$ cat config.mk
export PLATFORM = sky130hd
export DESIGN_NAME = rom_fetch_unit
export DESIGN_NICKNAME = d
export VERILOG_FILES = /design/src/rtl/rom_fetch_unit.sv
export SDC_FILE = /design/constraint.sdc
export NUM_CORES = 1
export LEC_CHECK = 0
export BUFFER_PORTS_ARGS = -buffer_cell sky130_fd_sc_hd__clkbuf_2
export CORE_AREA = 2 2 66 68
export CTS_CLUSTER_DIAMETER = 100
export DETAILED_ROUTE_END_ITERATION = 16
export DIE_AREA = 0 0 68 70
export PLACE_DENSITY = 0.83
export SLEW_MARGIN = 40
export SYNTH_ARGS = -nofsm -noshare
export SYNTH_HDL_FRONTEND = slang
export SYNTH_SLANG_ARGS = --single-unit
$ cat constraint.sdc
create_clock -name CLK -period 7.6 [get_ports CLK]
set_clock_uncertainty 0.2 [all_clocks]
set_input_delay 1.52 -clock CLK [delete_from_list [all_inputs] [get_ports CLK]]
set_output_delay 1.52 -clock CLK [all_outputs]
set_load 0.01 [all_outputs]
$ cat src/rtl/rom_fetch_unit.sv
// Prefetching instruction fetch unit for a 1-cycle-latency synchronous program ROM.
// Optional per-entry fetch address output enabled by defining ROM_FETCH_ADDR_TAG_EN.
module rom_fetch_unit #(
  parameter int unsigned              ADDR_WIDTH = 8,
  parameter int unsigned              DEPTH      = 4,
  parameter logic [ADDR_WIDTH-1:0]    RESET_ADDR = '0
) (
  input  logic                  CLK,
  input  logic                  RESETN,
  output logic [ADDR_WIDTH-1:0] ROM_ADDR,
  input  logic [7:0]            ROM_DATA,
  input  logic                  HALT,
  input  logic                  JUMP_EN,
  input  logic [ADDR_WIDTH-1:0] JUMP_ADDR,
  output logic [7:0]            INSTR_DATA,
  output logic                  INSTR_VALID,
  input  logic                  INSTR_READY
`ifdef ROM_FETCH_ADDR_TAG_EN
  ,
  output logic [ADDR_WIDTH-1:0] INSTR_ADDR
`endif
);

  localparam int unsigned PTR_W = $clog2(DEPTH);
  localparam int unsigned CNT_W = PTR_W + 1;

  typedef enum logic {RUN = 1'b0, STALL = 1'b1} state_t;

  state_t                  state_q, state_d;
  logic [ADDR_WIDTH-1:0]   pc_q;
  logic                    pending_q;
  logic [PTR_W-1:0]        wr_ptr_q, rd_ptr_q;
  logic [CNT_W-1:0]        count_q;
  logic [7:0]              data_mem [DEPTH];

  logic                    pop, push, issue;
  logic [CNT_W-1:0]        count_after_pop;
  logic [CNT_W:0]          in_use;

  // Issue is gated by the state entered at this edge so HALT takes effect without delay.
  always_comb begin
    state_d = state_q;
    case (state_q)
      RUN:     if (HALT)  state_d = STALL;
      STALL:   if (!HALT) state_d = RUN;
      default: state_d = RUN;
    endcase
  end

  always_comb begin
    pop             = INSTR_VALID & INSTR_READY & ~JUMP_EN;
    push            = pending_q & ~JUMP_EN;
    count_after_pop = count_q - CNT_W'(pop);
    in_use          = (CNT_W+1)'(count_after_pop) + (CNT_W+1)'(pending_q);
    issue           = (state_d == RUN) & ~JUMP_EN & (in_use < (CNT_W+1)'(DEPTH));
  end

  always_ff @(posedge CLK or negedge RESETN) begin
    if (!RESETN) begin
      state_q   <= RUN;
      pc_q      <= RESET_ADDR;
      pending_q <= 1'b0;
      wr_ptr_q  <= '0;
      rd_ptr_q  <= '0;
      count_q   <= '0;
      for (int unsigned i = 0; i < DEPTH; i++) data_mem[i] <= '0;
    end else begin
      state_q   <= state_d;
      pending_q <= issue;
      if (JUMP_EN) begin
        pc_q     <= JUMP_ADDR;
        wr_ptr_q <= '0;
        rd_ptr_q <= '0;
        count_q  <= '0;
      end else begin
        if (issue) pc_q <= pc_q + ADDR_WIDTH'(1);
        if (push) begin
          data_mem[wr_ptr_q] <= ROM_DATA;
          wr_ptr_q           <= wr_ptr_q + PTR_W'(1);
        end
        if (pop) rd_ptr_q <= rd_ptr_q + PTR_W'(1);
        count_q <= count_q + CNT_W'(push) - CNT_W'(pop);
      end
    end
  end

  assign ROM_ADDR    = pc_q;
  assign INSTR_VALID = (count_q != '0);
  assign INSTR_DATA  = data_mem[rd_ptr_q];

`ifdef ROM_FETCH_ADDR_TAG_EN
  logic [ADDR_WIDTH-1:0] inflight_addr_q;
  logic [ADDR_WIDTH-1:0] addr_mem [DEPTH];

  always_ff @(posedge CLK or negedge RESETN) begin
    if (!RESETN) begin
      inflight_addr_q <= '0;
      for (int unsigned i = 0; i < DEPTH; i++) addr_mem[i] <= '0;
    end else begin
      if (issue) inflight_addr_q <= pc_q;
      if (push)  addr_mem[wr_ptr_q] <= inflight_addr_q;
    end
  end

  assign INSTR_ADDR = addr_mem[rd_ptr_q];
`endif

endmodule
== Word-level counts from Yosys, hierarchy flattened ==
Cells that the tools add are included.

* Word-level logic and storage cells: 49
* Output and inout bits: 17
* Flip-flop bits (word level): 48

* Bitwise gates (word level): 9
* Multiplexer cells: 14
* Reductions and logical operators: 6
* Magnitude comparators: 4
* $add $sub $neg: 7

{| class="wikitable"
|+ Operators by type and width
! kind !! number
|-
| $mux W8 || 5
|-
| $bwmux W32 || 1
|-
| $bmux W8 S2 || 1
|-
| $demux W8 S2 || 1
|-
| $add A8 B1 Y8 const B || 1
|-
| $mux W2 || 4
|-
| $ge A3 B3 Y1 const B || 2
|-
| $not A2 Y3 || 2
|-
| $reduce_bool A2 Y1 || 3
|-
| $sub A3 B1 Y3 || 2
|-
| $and A1 B1 Y1 || 5
|-
| $add A2 B1 Y2 const B || 2
|-
| $add A3 B1 Y4 || 1
|-
| $lt A4 B3 Y1 const B || 1
|-
| $add A3 B1 Y3 || 1
|-
| $lt A3 B1 Y1 const B || 1
|-
| $mux W3 || 1
|-
| $reduce_bool A3 Y1 || 1
|-
| $not A1 Y1 || 2
|-
| $reduce_and A2 Y1 || 1
|-
| $logic_and A1 B1 Y1 || 1
|-
| $mux W1 || 1
|}

== Depth between registers and ports, before layout ==
Gate-level depths: netlist of the first run.

* Depth after elaboration: 9
* Gate-level depth with buffers: 11
* Depth with buffers taken out: 10

== Least setup slack after synthesis of the first run ==
OpenSTA, ideal clock, no wires.

* Kind: input to register
* From: input JUMP_EN
* To: register pc_q[6], in the netlist ROM_ADDR[6]
* Buffers on the path: 3
* Data required time: 7.334 ns
* Path slack: 3.664 ns
* Cell stages on the path: 10
* Arrival: 3.669 ns
* Cell sequence: clkbuf_1 buf_1 nor2_1 ha_1 ha_1 nor3b_2 or4_4 buf_6 nor4_2 a221o_1

* Cells in the longest elaborated chain, start to end: 7

{| class="wikitable"
|+ RTL lines
! what !! line !! RTL
|-
| from (decl) || 13 || <nowiki>input logic JUMP_EN,</nowiki>
|-
| $not A1 Y1 (no line) || - ||
|-
| $and A1 B1 Y1 || 51 || <nowiki>pop = INSTR_VALID & INSTR_READY & ~JUMP_EN;</nowiki>
|-
| $sub A3 B1 Y3 || 53 || <nowiki>count_after_pop = count_q - CNT_W'(pop);</nowiki>
|-
| $add A3 B1 Y4 || 54 || <nowiki>in_use = (CNT_W+1)'(count_after_pop) + (CNT_W+1)'(pending_q);</nowiki>
|-
| $lt A4 B3 Y1 || 55 || <nowiki>issue = (state_d == RUN) & ~JUMP_EN & (in_use < (CNT_W+1)'(DEPTH));</nowiki>
|-
| $and A1 B1 Y1 || 55 ||
|-
| $reduce_bool A2 Y1 (no line) || - ||
|-
| to (signal assigned) || 76 || <nowiki>if (issue) pc_q <= pc_q + ADDR_WIDTH'(1);</nowiki>
|-
| to (decl) || 30 || <nowiki>logic [ADDR_WIDTH-1:0] pc_q;</nowiki>
|}

Several ways; a longest one is shown, not always the timed one.
A chain may end at the register's enable or synchronous reset.

== Worst setup path after layout of the first run ==
* From: input JUMP_EN
* To: register pc_q[5], in the netlist ROM_ADDR[5]

The elaborated chain is that of the path after synthesis.

==> results of run 1 <==
## power by group through the flow
stage	sequential, mW	combinational, mW	clock [mW]
floorplan	0.370	0.205	0
global placement	0.391	0.261	0
detailed placement	0.397	0.270	0
CTS	0.392	0.272	0.202
global route	0.403	0.297	0.214
finish	0.391	0.268	0.200
## synth_stat cells (2+ instances only)
cell type / number
nor3b_1: 3
mux2i_1: 2
xnor2_1: 2
buf_1: 2
and3_1: 3
clkbuf_1: 2
ha_1: 9
nand2_1: 8
o21ai_0: 6
inv_1: 10
nor3_1: 2
nor2b_1: 2
nand3_1: 4
nor2_1: 8
mux2_2: 32
dfrtp_1: 48
mux4_2: 8
xor2_1: 4
a221o_1: 6
## flip-flops by register name, indices dropped and copies added (netlist names)
name       flops
ROM_ADDR       8
count_q        3
data_mem      32
pending_q      1
rd_ptr_q       2
wr_ptr_q       2
## cell families (layout without fill, tap and decap cells)
group           Yosys count  in the layout
flops                    48             48
mux                      42             42
simple gates             34             34
buf+inv                  16             56
compound gates           15             15
fa+ha+maj                10             10
xor+xnor                  6              6
## path summary, 6_finish.rpt
path                                   from            to  slack [ps]
worst min-delay path            data_mem[9]   data_mem[9]         310
worst min register to register  data_mem[9]   data_mem[9]         310
worst max register to register   count_q[1]   ROM_ADDR[5]        4640
max in group asynchronous            RESETN     pending_q        5710
worst max-delay path                JUMP_EN   ROM_ADDR[5]        4010
min in group asynchronous            RESETN  data_mem[27]        1100
## cell usage in the layout (no fill, tap or decap)
cell type,count
o21ai_0,6
nor3b_1,3
buf_4,1
ha_1,9
or3_1,1
xor2_1,4
a21bo_2,1
nor4_2,1
clkbuf_8,7
nand3_1,4
nor3b_2,1
o31ai_1,1
and3_1,3
nor2_1,8
or4_4,1
mux4_2,8
clkbuf_2,37
nor3_1,2
inv_1,10
mux2i_1,2
fa_1,1
o211ai_1,1
mux2_2,32
dfrtp_1,48
xnor2_1,2
nor2b_1,2
nand2_1,8
bufinv_16,1
a221o_1,6
## worst max-delay path: cells and delay by family
family	cells	cell delay, ps
simple gates	2	180
buf+inv	1	320
fa+ha+maj	2	480
compound gates	3	1070
## cell type report
| cell class | count | area share [%] |
|---|---|---|
| flip-flops and latches | 48 | 45.0 |
| multi-input cells | 107 | 39.2 |
| repair buffers | 38 | 7.22 |
| clock buffers | 7 | 3.61 |
| well taps | 52 | 2.44 |
| inverters | 10 | 1.41 |
| clock inverters | 1 | 1.12 |
## layer usage
layer  routed length [um]  track usage, %  up-vias  part of all wire, %
met4                   61            7.33        0                  1.5
li1                     -               -      690                    -
met2                 2040            32.6       38                   49
met1                 1860            27.1      732                   45
met3                  185            3.38        5                  4.5
met5                    0               0        -                    0
==> reports/metrics.cfg, run 1 <==
[logic_synthesis]
synth_area_um2=2320
synth.avg_cell_area_um2=13.6
synth_fp_nets=202
synthSimpleGateAreaFrac_pct=8.05
synth_seq_cells=48
synth_edf_count=0
yosys_warnings=0
synth_top_family_by_area=multiplexers
synth_cell_types=29
synthFlopType=dfrtp_1
synth_top_area_share_pct=51.8
syn_inst=171
muxShareOfSynthArea_pct=24.2
synth_xor_area_share_pct=2.27
yosys-top-cells-area=dfrtp_1 52%, mux2_2 16%, mux4_2 7.8%
synth_compound_area_share_pct=4.97
yosysSeqAreaShare_pct=51.8
async_flop_share_pct=100
synth_top_area_cell=dfrtp_1
synth-adder-area-share_pct=5.72

[floorplan]
coreArea_um2=4140
placementRows=24
dieWidth_um=68
die-area_um2=4760
initial_utilization_pct=55.9
die_y_um=70
io_pins=38

[cts]
cts_tree=done
clk_latency_ps=300
cts-resized-gates=0
numCtsBuffers=5
clkSinkCount=48
htreeDepth=2
path_clk_slew_ps=80
clockBufferDepth=2
ctsHoldBuffers=0
cts_setup_buffers=0
cts_root_buf=clkbuf_8

[grt]
grt_pass1_wl_um=7120
grt_overflow=0
grt_pass1_vias=1553
grt_use_total_pct=20.2
grt_max_degree=49
grt_antenna_before_repair=0

[worst_setup_path]
cp_max_fo=20
cp_cell_sequence=clkbuf_2 -> nor2_1 -> ha_1 -> ha_1 -> nor3b_2 -> o31ai_1 -> a21bo_2 -> a221o_1
crit_slowest_cell=o31ai_1
critPathArrivalTime_ps=3580
path_class=in2reg
start_kind=primary input
critPathMaxStageDelay_ps=510
cpMostUsedCell=ha_1
reg2regPathDepth=9
worst_setup_path_end_kind=flop
cp.required_ps=7590

[status]
status=completed

[sta]
worstMarginPinSlew_ps=570
slew_headroom_pct=61.7
period_minus_slack_ps=3590
setup_viol=0
whs_ps=309
fin_ws_ps=4010
setup_tns_ps=0
rsz0062_at_grt=false
slew_viol_final=0
period_share_pct=47.2
finalHoldViolations=0
fmax_ghz=0.278

[detailed_routing]
viasPerCell=5.57
antenna_left=0
drt_iter0_drc=88
routed_wl_um=4160
drc=0
dr.pass1.iters=4
wl_per_cell_um=15.8
vias=1465

[finish]
design_area_um2=2670
multi_input_area_um2=1050
diodes=0
drive_gt1_share_pct=42.7
nFillCells=321
utilization_pct=64.4
register_area_um2=1200
instances_no_fill=263
synthToLayoutAreaGrowth_pct=15.2
nNetsFinal=241

[place]
io_buffers=37
dp_worst_setup_slack_ps=3630
hpwl_um=2940
place.gp.congestion=0.789
place_inst=255
dpl-instance-area_um2=2540

[pwr]
intPower_mw=0.602
power_density_nw_per_um2=322
pwr-share-seq_pct=45.5
p_total_mw=0.859
clkPwrFrac_pct=23.3
p_leak_nw=1.31
pwr-share-comb_pct=31.2
vdd_drop_max_uv=140
swShare_pct=29.9
p_switching_mw=0.257

[flow_run]
maxCapViolations=0

[worst_hold_path]
hp-class=reg2reg
min_path_cells=1

Power figures use the tool's default switching activity.
==> run 2, diff against run 1 <==
--- a/config.mk
+++ b/config.mk
@@ -6,11 +6,11 @@
 export NUM_CORES = 1
 export LEC_CHECK = 0
 export BUFFER_PORTS_ARGS = -buffer_cell sky130_fd_sc_hd__clkbuf_2
-export CORE_AREA = 2 2 66 68
+export CORE_AREA = 2 2 72 74
 export CTS_CLUSTER_DIAMETER = 100
 export DETAILED_ROUTE_END_ITERATION = 16
-export DIE_AREA = 0 0 68 70
-export PLACE_DENSITY = 0.83
+export DIE_AREA = 0 0 74 76
+export PLACE_DENSITY = 0.74
 export SLEW_MARGIN = 40
 export SYNTH_ARGS = -nofsm -noshare
 export SYNTH_HDL_FRONTEND = slang
==> constraint.sdc (replaced) <==
create_clock -name CLK -period 3.3 [get_ports CLK]
set_clock_uncertainty 0.2 [all_clocks]
set_input_delay 0.66 -clock CLK [delete_from_list [all_inputs] [get_ports CLK]]
set_output_delay 0.66 -clock CLK [all_outputs]
set_load 0.01 [all_outputs]
==> run 2 against run 1 <==
Effect of this change:
- final area unchanged
- combinational power increased by 130%
- global-route usage decreased by 3.4 points
- core utilization decreased by 10 points
- count of clock-buffer cells in the layout unchanged
- sequential share of layout area unchanged
- critical path type is now reg2reg
- largest power group unchanged
==> reports/metrics.cfg, run 2 (synthesis gave the netlist of run 1 again) <==
[pwr]
p_leak_nw=1.30  ; was 1.31 nW
power_density_nw_per_um2=705  ; was 322 nW/um2
p_total_mw=1.88  ; was 0.859 mW
vdd_drop_max_uv=284  ; was 140 uV

[sta]
finalHoldViolations=0  ; unchanged
fin_ws_ps=322  ; was 4010 ps
period_minus_slack_ps=2980
rsz0062_at_grt=false  ; unchanged
period_share_pct=90.2
fmax_ghz=0.336
worstMarginPinSlew_ps=633  ; was 570 ps
setup_viol=0  ; unchanged
slew_headroom_pct=57.5  ; was 61.7%
whs_ps=138  ; was 309 ps
slew_viol_final=0  ; unchanged
setup_tns_ps=0  ; unchanged

[finish]
drive_gt1_share_pct=42.7  ; unchanged
instances_no_fill=281  ; was 263
design_area_um2=2670  ; unchanged
layout_common_cells=48 x dfrtp_1, 37 x clkbuf_2, 32 x mux2_2  ; unchanged
regMostFlops=data_mem  ; unchanged
diodes=0  ; unchanged
utilization_pct=54.4  ; was 64.4%
nNetsFinal=242  ; was 241
synthToLayoutAreaGrowth_pct=15.2  ; unchanged
final_common_cell=dfrtp_1  ; unchanged
largest_reg_flops=32  ; unchanged

[cts]
path_clk_slew_ps=80  ; about the same
cts_root_buf=clkbuf_8  ; unchanged
cts_setup_buffers=0  ; unchanged
htreeDepth=2  ; unchanged
cts_tree=done  ; unchanged
clockBufferDepth=2  ; unchanged
cts-resized-gates=0  ; unchanged
clk_latency_ps=290  ; was 300 ps
numCtsBuffers=5  ; unchanged
clkSinkCount=48  ; unchanged
ctsHoldBuffers=0  ; unchanged

[floorplan]
die_y_um=76  ; was 70 um
placementRows=26  ; was 24
io_pins=38  ; unchanged
coreArea_um2=4910  ; was 4140 um2
die-area_um2=5620  ; was 4760 um2
initial_utilization_pct=47.2  ; was 55.9%
dieWidth_um=74  ; was 68 um

[worst_setup_path]
r2r-start=count_q[1]  ; unchanged
crit_path_start=count_q[1]  ; was JUMP_EN
ff2ff_setup_slack_ps=320  ; was 4640 ps
cp.required_ps=3290  ; was 7590 ps
start_kind=flop  ; was primary input
worst_setup_path_end_kind=flop  ; unchanged
reg2regPathDepth=9  ; unchanged
rr_endpoint=ROM_ADDR[5]  ; unchanged
path_class=reg2reg  ; was in2reg
endpoint=ROM_ADDR[5]  ; unchanged
cp_max_fo=6  ; was 20
critPathArrivalTime_ps=2970  ; was 3580 ps

[grt]
grt_antenna_before_repair=0  ; unchanged
grt_overflow=0  ; unchanged
grt_pass1_wl_um=7200  ; was 7120 um
grt_use_total_pct=16.8  ; was 20.2%
grt_pass1_vias=1568  ; was 1553
grt_max_degree=28  ; was 49

[place]
place_inst=274  ; was 255
io_buffers=37  ; unchanged
dpl-instance-area_um2=2570  ; was 2540 um2
place.gp.congestion=0.777  ; was 0.789
dp_worst_setup_slack_ps=287  ; was 3630 ps
hpwl_um=3110  ; was 2940 um

[status]
status=completed  ; unchanged

[detailed_routing]
drt_iter0_drc=76  ; was 88
viasPerCell=5.20  ; was 5.57
vias=1460  ; was 1465
wl_per_cell_um=15.1  ; was 15.8 um
antenna_left=0  ; unchanged
drc=0  ; unchanged
dr.pass1.iters=4  ; unchanged
routed_wl_um=4240  ; was 4160 um

[worst_hold_path]
hp-class=in2async  ; was reg2reg

[flow_run]
maxCapViolations=0  ; unchanged

[run 2: cell type report]
cell class	instances	area [um2]
clock buffer	7	96.3
fill	440	2240
inverter	10	37.5
multi-input combinational	107	1050
sequential	48	1200
tap	70	87.6
timing repair buffer	39	200
[run 2: per-layer routing]
layer / wire, um / vias to the layer above / part of all wire, % / global-route usage [%]
met2: 2060 / 41 / 49 / 27.8
met4: 68 / 0 / 1.6 / 5.64
met5: 0 / - / 0 / 0
met3: 218 / 8 / 5.1 / 4.63
met1: 1900 / 713 / 45 / 20.8
li1: - / 698 / - / -
[run 2: critical path: stages, from the launching register on]
cell	delay, ps
dfrtp_1	440
or3_1	400
nand2_1	120
nor2_1	60
ha_1	190
ha_1	290
nor3b_2	50
o31ai_1	560
a21bo_2	290
a221o_1	280
[run 2: how the worst min path moves through the flow]
stage                      start           end  cells after the start
floorplan                 RESETN   ROM_ADDR[0]                      0
global placement    data_mem[17]  data_mem[17]                      1
detailed placement  data_mem[12]  data_mem[12]                      1
CTS                       RESETN  data_mem[29]                      1
global route              RESETN  data_mem[25]                      1
finish                    RESETN  data_mem[29]                      1
[run 2: power by group]
group | internal [mW] | switching [mW] | leakage [nW]
Combinational | 0.362 | 0.256 | 0.624
Sequential | 0.758 | 0.138 | 0.623
Clock | 0.187 | 0.182 | 0.0503
